### config.mk
export PLATFORM = sky130hd
export DESIGN_NAME = mic_frame_scheduler
export DESIGN_NICKNAME = d
export VERILOG_FILES = /design/src/rtl/mic_frame_pkg.sv /design/src/rtl/mic_frame_scheduler_tick.sv /design/src/rtl/mic_frame_scheduler.sv
export SDC_FILE = /design/constraint.sdc
export NUM_CORES = 2
export LEC_CHECK = 0
export ABC_AREA = 1
export CORE_ASPECT_RATIO = 1.75
export CORE_MARGIN = 5
export CORE_UTILIZATION = 63
export CTS_CLUSTER_DIAMETER = 30
export DETAILED_ROUTE_END_ITERATION = 16
export DONT_BUFFER_PORTS = 1
export GPL_TIMING_DRIVEN = 0
export MAX_ROUTING_LAYER = met4
export PLACE_DENSITY_LB_ADDON = 0.12
export SLEW_MARGIN = 20
export SYNTH_ARGS = -nofsm -noshare
export SYNTH_HDL_FRONTEND = slang
export SYNTH_SLANG_ARGS = --single-unit
### constraint.sdc
create_clock -name CLOCK -period 4.1 [get_ports CLOCK]
set_input_delay 0.205 -clock CLOCK [delete_from_list [all_inputs] [get_ports CLOCK]]
set_output_delay 0.205 -clock CLOCK [all_outputs]
set_load 0.02 [all_outputs]
### src/rtl/mic_frame_pkg.sv
// Shared types and constants for the microphone frame scheduler.
// No logic; MIC_SIGNED_EN selects offset-binary to two's-complement conversion in to_sample().
// No backpressure here; the scheduler stalls on held banks.
package mic_frame_pkg;

  localparam int DATA_W    = 12;
  localparam int FRAME_LEN = 64;
  localparam int ADDR_W    = $clog2(FRAME_LEN);
  localparam int NUM_CH    = 8;

  localparam logic [DATA_W-1:0] MIDSCALE = {1'b1, {(DATA_W-1){1'b0}}};

  typedef enum logic [1:0] {
    IDLE  = 2'd0,
    FILL  = 2'd1,
    STALL = 2'd2
  } state_t;

  // Flipping the MSB of an offset-binary code is the same as subtracting midscale.
  function automatic logic [DATA_W-1:0] to_sample(input logic [DATA_W-1:0] raw);
`ifdef MIC_SIGNED_EN
    return raw ^ MIDSCALE;
`else
    return raw;
`endif
  endfunction

endpackage

### src/rtl/mic_frame_scheduler_tick.sv
// Sample-rate tick generator: one-cycle tick every SAMPLE_DIV cycles while enabled.
// Latency: tick asserts SAMPLE_DIV-1 cycles after enable rises; counter clears while disabled.
// No backpressure; ticks are free-running.
module sample_tick_gen #(
  parameter int SAMPLE_DIV = 6250
) (
  input  logic CLOCK,
  input  logic RESET,
  input  logic enable,
  output logic tick
);

  localparam int CNT_W = $clog2(SAMPLE_DIV + 1);
  localparam logic [CNT_W-1:0] LAST = CNT_W'(SAMPLE_DIV - 1);

  logic [CNT_W-1:0] cnt;

  always_ff @(posedge CLOCK) begin
    if (RESET || !enable) begin
      cnt <= '0;
    end else if (cnt == LAST) begin
      cnt <= '0;
    end else begin
      cnt <= cnt + 1'b1;
    end
  end

  assign tick = enable && (cnt == LAST);

endmodule

### src/rtl/mic_frame_scheduler.sv
// Captures one ADC channel per sample tick into a ping-pong frame buffer and hands frames to the FFT loader.
// Latency: adc_data to buffer write 2 cycles; rd_data 1 cycle after rd_addr. MIC_SIGNED_EN stores two's-complement samples.
// Backpressure: a full bank waits for frame_ack; with both banks occupied, ticks are dropped and counted in overflow_cnt.
module mic_frame_scheduler
  import mic_frame_pkg::*;
#(
  parameter int SAMPLE_DIV = 6250,
  parameter int OVF_W      = 8
) (
  input  logic                   CLOCK,
  input  logic                   RESET,
  input  logic                   enable,
  input  logic [2:0]             ch_sel,
  input  logic [NUM_CH*DATA_W-1:0] adc_data,
  output logic                   frame_valid,
  input  logic                   frame_ack,
  input  logic [ADDR_W-1:0]      rd_addr,
  output logic [DATA_W-1:0]      rd_data,
  output logic                   sample_strobe,
  output logic [DATA_W-1:0]      sample_out,
  output logic [OVF_W-1:0]       overflow_cnt,
  output logic                   wr_bank
);

  logic                     tick;
  logic [NUM_CH*DATA_W-1:0] adc_q;
  state_t                   state;
  logic [ADDR_W-1:0]        idx;
  logic [2:0]               ch_lat;
  logic [1:0]               full;
  logic                     rd_bank;
  logic [DATA_W-1:0]        mem [2*FRAME_LEN];

  logic [2:0]        sel;
  logic [DATA_W-1:0] wr_val;
  logic              ack_evt;
  logic              other_free;
  logic              last_idx;
  logic              wr_en;

  sample_tick_gen #(.SAMPLE_DIV(SAMPLE_DIV)) u_tick (
    .CLOCK  (CLOCK),
    .RESET  (RESET),
    .enable (enable),
    .tick   (tick)
  );

  always_ff @(posedge CLOCK) begin
    if (RESET) adc_q <= '0;
    else       adc_q <= adc_data;
  end

  // The first sample of a frame uses the live ch_sel so the latched channel covers the whole frame.
  assign sel        = (idx == '0) ? ch_sel : ch_lat;
  assign wr_val     = to_sample(adc_q[int'(sel)*DATA_W +: DATA_W]);
  assign ack_evt    = frame_ack && frame_valid;
  assign other_free = !full[~wr_bank] || (ack_evt && (rd_bank != wr_bank));
  assign last_idx   = (idx == ADDR_W'(FRAME_LEN - 1));
  assign wr_en      = !RESET && enable && (state == FILL) && tick;

  always_ff @(posedge CLOCK) begin
    if (RESET) begin
      state         <= IDLE;
      idx           <= '0;
      ch_lat        <= '0;
      full          <= '0;
      wr_bank       <= 1'b0;
      rd_bank       <= 1'b0;
      frame_valid   <= 1'b0;
      sample_strobe <= 1'b0;
      sample_out    <= '0;
      overflow_cnt  <= '0;
    end else begin
      sample_strobe <= 1'b0;

      if (ack_evt) begin
        full[rd_bank] <= 1'b0;
        frame_valid   <= 1'b0;
      end else if (!frame_valid && (full != 2'b00)) begin
        frame_valid <= 1'b1;
        rd_bank     <= full[~rd_bank] ? ~rd_bank : rd_bank;
      end

      if (!enable) begin
        state <= IDLE;
        idx   <= '0;
      end else begin
        case (state)
          IDLE: begin
            idx <= '0;
            // A bank left full by an earlier stall must not be overwritten.
            if (!full[wr_bank]) begin
              state <= FILL;
            end else if (other_free) begin
              wr_bank <= ~wr_bank;
              state   <= FILL;
            end else begin
              state <= STALL;
            end
          end
          FILL: begin
            if (tick) begin
              sample_strobe <= 1'b1;
              sample_out    <= wr_val;
              if (idx == '0) ch_lat <= ch_sel;
              if (last_idx) begin
                full[wr_bank] <= 1'b1;
                idx           <= '0;
                if (other_free) wr_bank <= ~wr_bank;
                else            state   <= STALL;
              end else begin
                idx <= idx + 1'b1;
              end
            end
          end
          STALL: begin
            if (tick && (overflow_cnt != '1)) overflow_cnt <= overflow_cnt + 1'b1;
            if (other_free) begin
              wr_bank <= ~wr_bank;
              state   <= FILL;
            end
          end
          default: state <= IDLE;
        endcase
      end
    end
  end

  always_ff @(posedge CLOCK) begin
    if (wr_en) mem[{wr_bank, idx}] <= wr_val;
  end

  always_ff @(posedge CLOCK) begin
    if (RESET) rd_data <= '0;
    else       rd_data <= mem[{rd_bank, rd_addr}];
  end

endmodule

==> flow_summary.json <==
{
  "p_leak_nw": 28.7,
  "status": "complete, no violations",
  "clockBufferDepth": 3,
  "yosys.area.top_type_share_pct": 67.3,
  "grt_start_max_net_pins": 85,
  "die_area_um2": 116000,
  "final.setup_skew_ns": 0.0302,
  "clock_sinks": 1694,
  "cp_max_fo": 12,
  "relSlewSlack_pct": 16.0,
  "peakVddDrop_uv": 410,
  "max_slew.worst_pin.slew_ns": 1.26,
  "total_power_mw": 38.5,
  "max_cap_viol_count": 0,
  "rsz0062_at_grt": "false",
  "drtPass1Iterations": 6,
  "p_int_mw": 29.1,
  "grt_antenna_before_repair": 6,
  "finalHoldViolCount": 0,
  "synth_edf_count": 1536,
  "synth_async_sr_flop_share_pct": 0,
  "switching_share_pct": 24.5,
  "htree_levels": 4,
  "coreArea_um2": 108000,
  "ys_seq_area_share_pct": 71.9,
  "hp-start": "adc_data[64]",
  "vias": 50200,
  "synth_cells": 6156,
  "finalCriticalPeriod_ns": 3.84,
  "clock_power_share_pct": 42.4,
  "syn-cell-area_um2": 68500,
  "row_count": 160,
  "gp_congestion": 1.05,
  "hold_path_class": "in2reg",
  "drt.antenna.violating_nets": 0,
  "numCtsBuffers": 174,
  "drt-total-wl_um": 234000,
  "synthesis.nets": 6270,
  "synth.area.top_cells": "edfxtp_1 67%, nand3_1 11%, nand2_1 10%",
  "grt.total_usage_pct": 41.3,
  "yosysTopAreaCell": "edfxtp_1",
  "seq_area_um2": 49300,
  "switching_power_mw": 9.43,
  "cts_tree": "built",
  "synth_cell_types": 38,
  "startpoint_type": "register",
  "criticalPathCategory": "reg2reg",
  "cellPowerDensity_nw_per_um2": 490,
  "drive_gt1_share_pct": 9.81,
  "grt.overflow.total": 0,
  "yosysWarnings": 0,
  "io_pins": 144,
  "fill_cells": 7304,
  "max_freq_ghz": 0.260,
  "grt_pass1_vias": 49300,
  "combPwrFrac_pct": 7.7,
  "cts_root_buffer": "clkbuf_16",
  "die_w_um": 259,
  "synthToLayoutAreaGrowth_pct": 14.5,
  "hold_ws_ns": 0.0437,
  "nets": 6593,
  "drc": 0,
  "critPathCaptureType": "register",
  "p_seq_share_pct": 49.9,
  "clock_latency_ns": 0.81,
  "worstPathArrival_ns": 4.26,
  "setup.worst_path.start": "u_tick.cnt[0]",
  "synth_flop_cell": "edfxtp_1",
  "initial_core_util_pct": 63.3,
  "avgSynthCellArea_um2": 11.1,
  "via_per_inst": 6.20,
  "drt_iter0_drc": 6315,
  "grt_pass1_wl_um": 329000,
  "crit_required_ns": 4.52,
  "wire_per_inst_um": 28.9,
  "die_h_um": 446,
  "place.port_buffers": 0,
  "setup_violations": 0,
  "multi_input_area_um2": 17000,
  "postCtsSetupBuffers": 0,
  "maxSlewViolCount": 0,
  "hpwl_um": 160000,
  "r2r-start": "u_tick.cnt[0]",
  "path_clk_slew_ns": 0.07,
  "ys_ff_latch": 1694,
  "fin_crit_sh_pct": 93.7
}
timing repair:
item                                    4_1_cts  5_1_grt
endpoints found under the setup margin        0       12
gates resized for setup                       0        1
hold buffers                                 98        0
hold endpoints to repair                    123        0
stage by stage:
step / area (um2) / setup slack (ns) / setup TNS (ns) / cells / utilization, %
floorplan: 68500 / 0.586 / 0 / 6156 / -
global route: 78500 / 0.0767 / 0 / 8089 / 72.5
detailed placement: 71500 / 0.0522 / 0 / 7662 / 66.0
global placement: 70400 / -2.50 / -3420.40 / 7614 / 65.0
CTS: 78400 / 0.0133 / 0 / 8083 / 72.4
finish: 78500 / 0.258 / 0 / 8096 / 72.5
path summary, 6_finish.rpt:
kind                                       to  cells past startpoint  slack [ns]
worst max-delay path               mem[72][8]                      9        0.26
worst min register to register  u_tick.cnt[0]                      1        0.48
worst min-delay path                adc_q[64]                      3        0.04
worst max register to register     mem[72][8]                      9        0.26
critical path, cell delays in order, from the launching register on:
cell	delay [ns]
dfxtp_1	0.39
ha_1	0.17
inv_1	0.08
nor4_2	0.17
nand3_1	0.29
nor2_2	0.27
nand2_2	0.12
nor2_4	0.28
nand4_1	0.71
nor2_2	0.97
cell families (layout without fill, tap and decap cells):
family                   count (synthesis)  after routing  synth area share, %
AO/OA/AOI/OAI                           94             94                0.728
XOR/XNOR                                 8              8                0.102
adder cells (fa/ha/maj)                  5              5               0.0913
buffers and inverters                  636           1106                 3.75
flip-flops                            1694           1694                 71.9
multiplexers                             1              1               0.0164
other                                    0             12                    0
AND/OR/NAND/NOR                       3718           3718                 23.4
metal layers:
layer	track usage (%)	up-vias	wire [um]
met5	-	-	0
met4	36.7	0	28000
met3	7.89	1011	22400
met2	65.3	3397	112000
met1	44.1	23900	71600
li1	-	22000	-
Yosys cell counts, types with 2 or more instances:
cell type	instances
nand2_1	1912
edfxtp_1	1536
nand3_1	1467
nor2_1	278
inv_1	248
clkbuf_1	199
dfxtp_1	158
buf_2	132
buf_1	48
o21ai_0	48
a21oi_1	33
nor3_1	20
nand4_1	16
nand3_4	7
nor4_1	6
ha_1	5
xor2_1	5
o21ai_1	4
buf_4	3
clkinv_1	3
nor2_4	3
xnor2_1	3
inv_2	2
nand2_2	2
nor3_2	2
nor3b_1	2
o211ai_1	2
o21ai_2	2
cell usage in the layout, fill, tap and decap left out, drive strengths merged, types with 17 or more instances in the layout:
cell type	netlist	final
inv	250	285
edfxtp	1536	1536
nor2	282	282
clkinv	3	64
nor3	22	22
clkbuf	199	396
nand4	17	17
a21oi	33	33
o21ai	54	54
buf	184	233
nand2	1914	1914
dlygate4sd3	0	98
nand3	1474	1474
dfxtp	158	158
state kept, by name, indices dropped and copies added, names as in the netlist:
register	cells
ch_lat	3
wr_bank	1
full	2
u_tick.cnt	13
sample_out	12
rd_bank	1
rd_data	12
frame_valid	1
adc_q	96
state	2
sample_strobe	1
mem	1536
overflow_cnt	8
idx	6
area by class of cell:
class | count | area share [%]
Antenna cell | 12 | 0.0382
Multi-Input combinational cell | 3826 | 21.7
Buffer | 383 | 2.09
Tap cell | 1458 | 2.32
Clock buffer | 197 | 5.86
Inverter | 253 | 1.29
Sequential cell | 1694 | 62.8
Clock inverter | 126 | 1.70
Timing Repair Buffer | 147 | 2.25
power by group through the flow:
stage / Sequential (mW) / Clock, mW / Combinational [mW]
3_3_place_gp: 19.7 / 0 / 2.60
2_1_floorplan: 19.6 / 0 / 1.40
5_1_grt: 19.2 / 17.0 / 3.08
3_5_place_dp: 19.6 / 0 / 2.77
4_1_cts: 19.2 / 16.2 / 2.85
6_report: 19.2 / 16.3 / 2.97
Note: power is estimated with default switching activity, not from simulation.
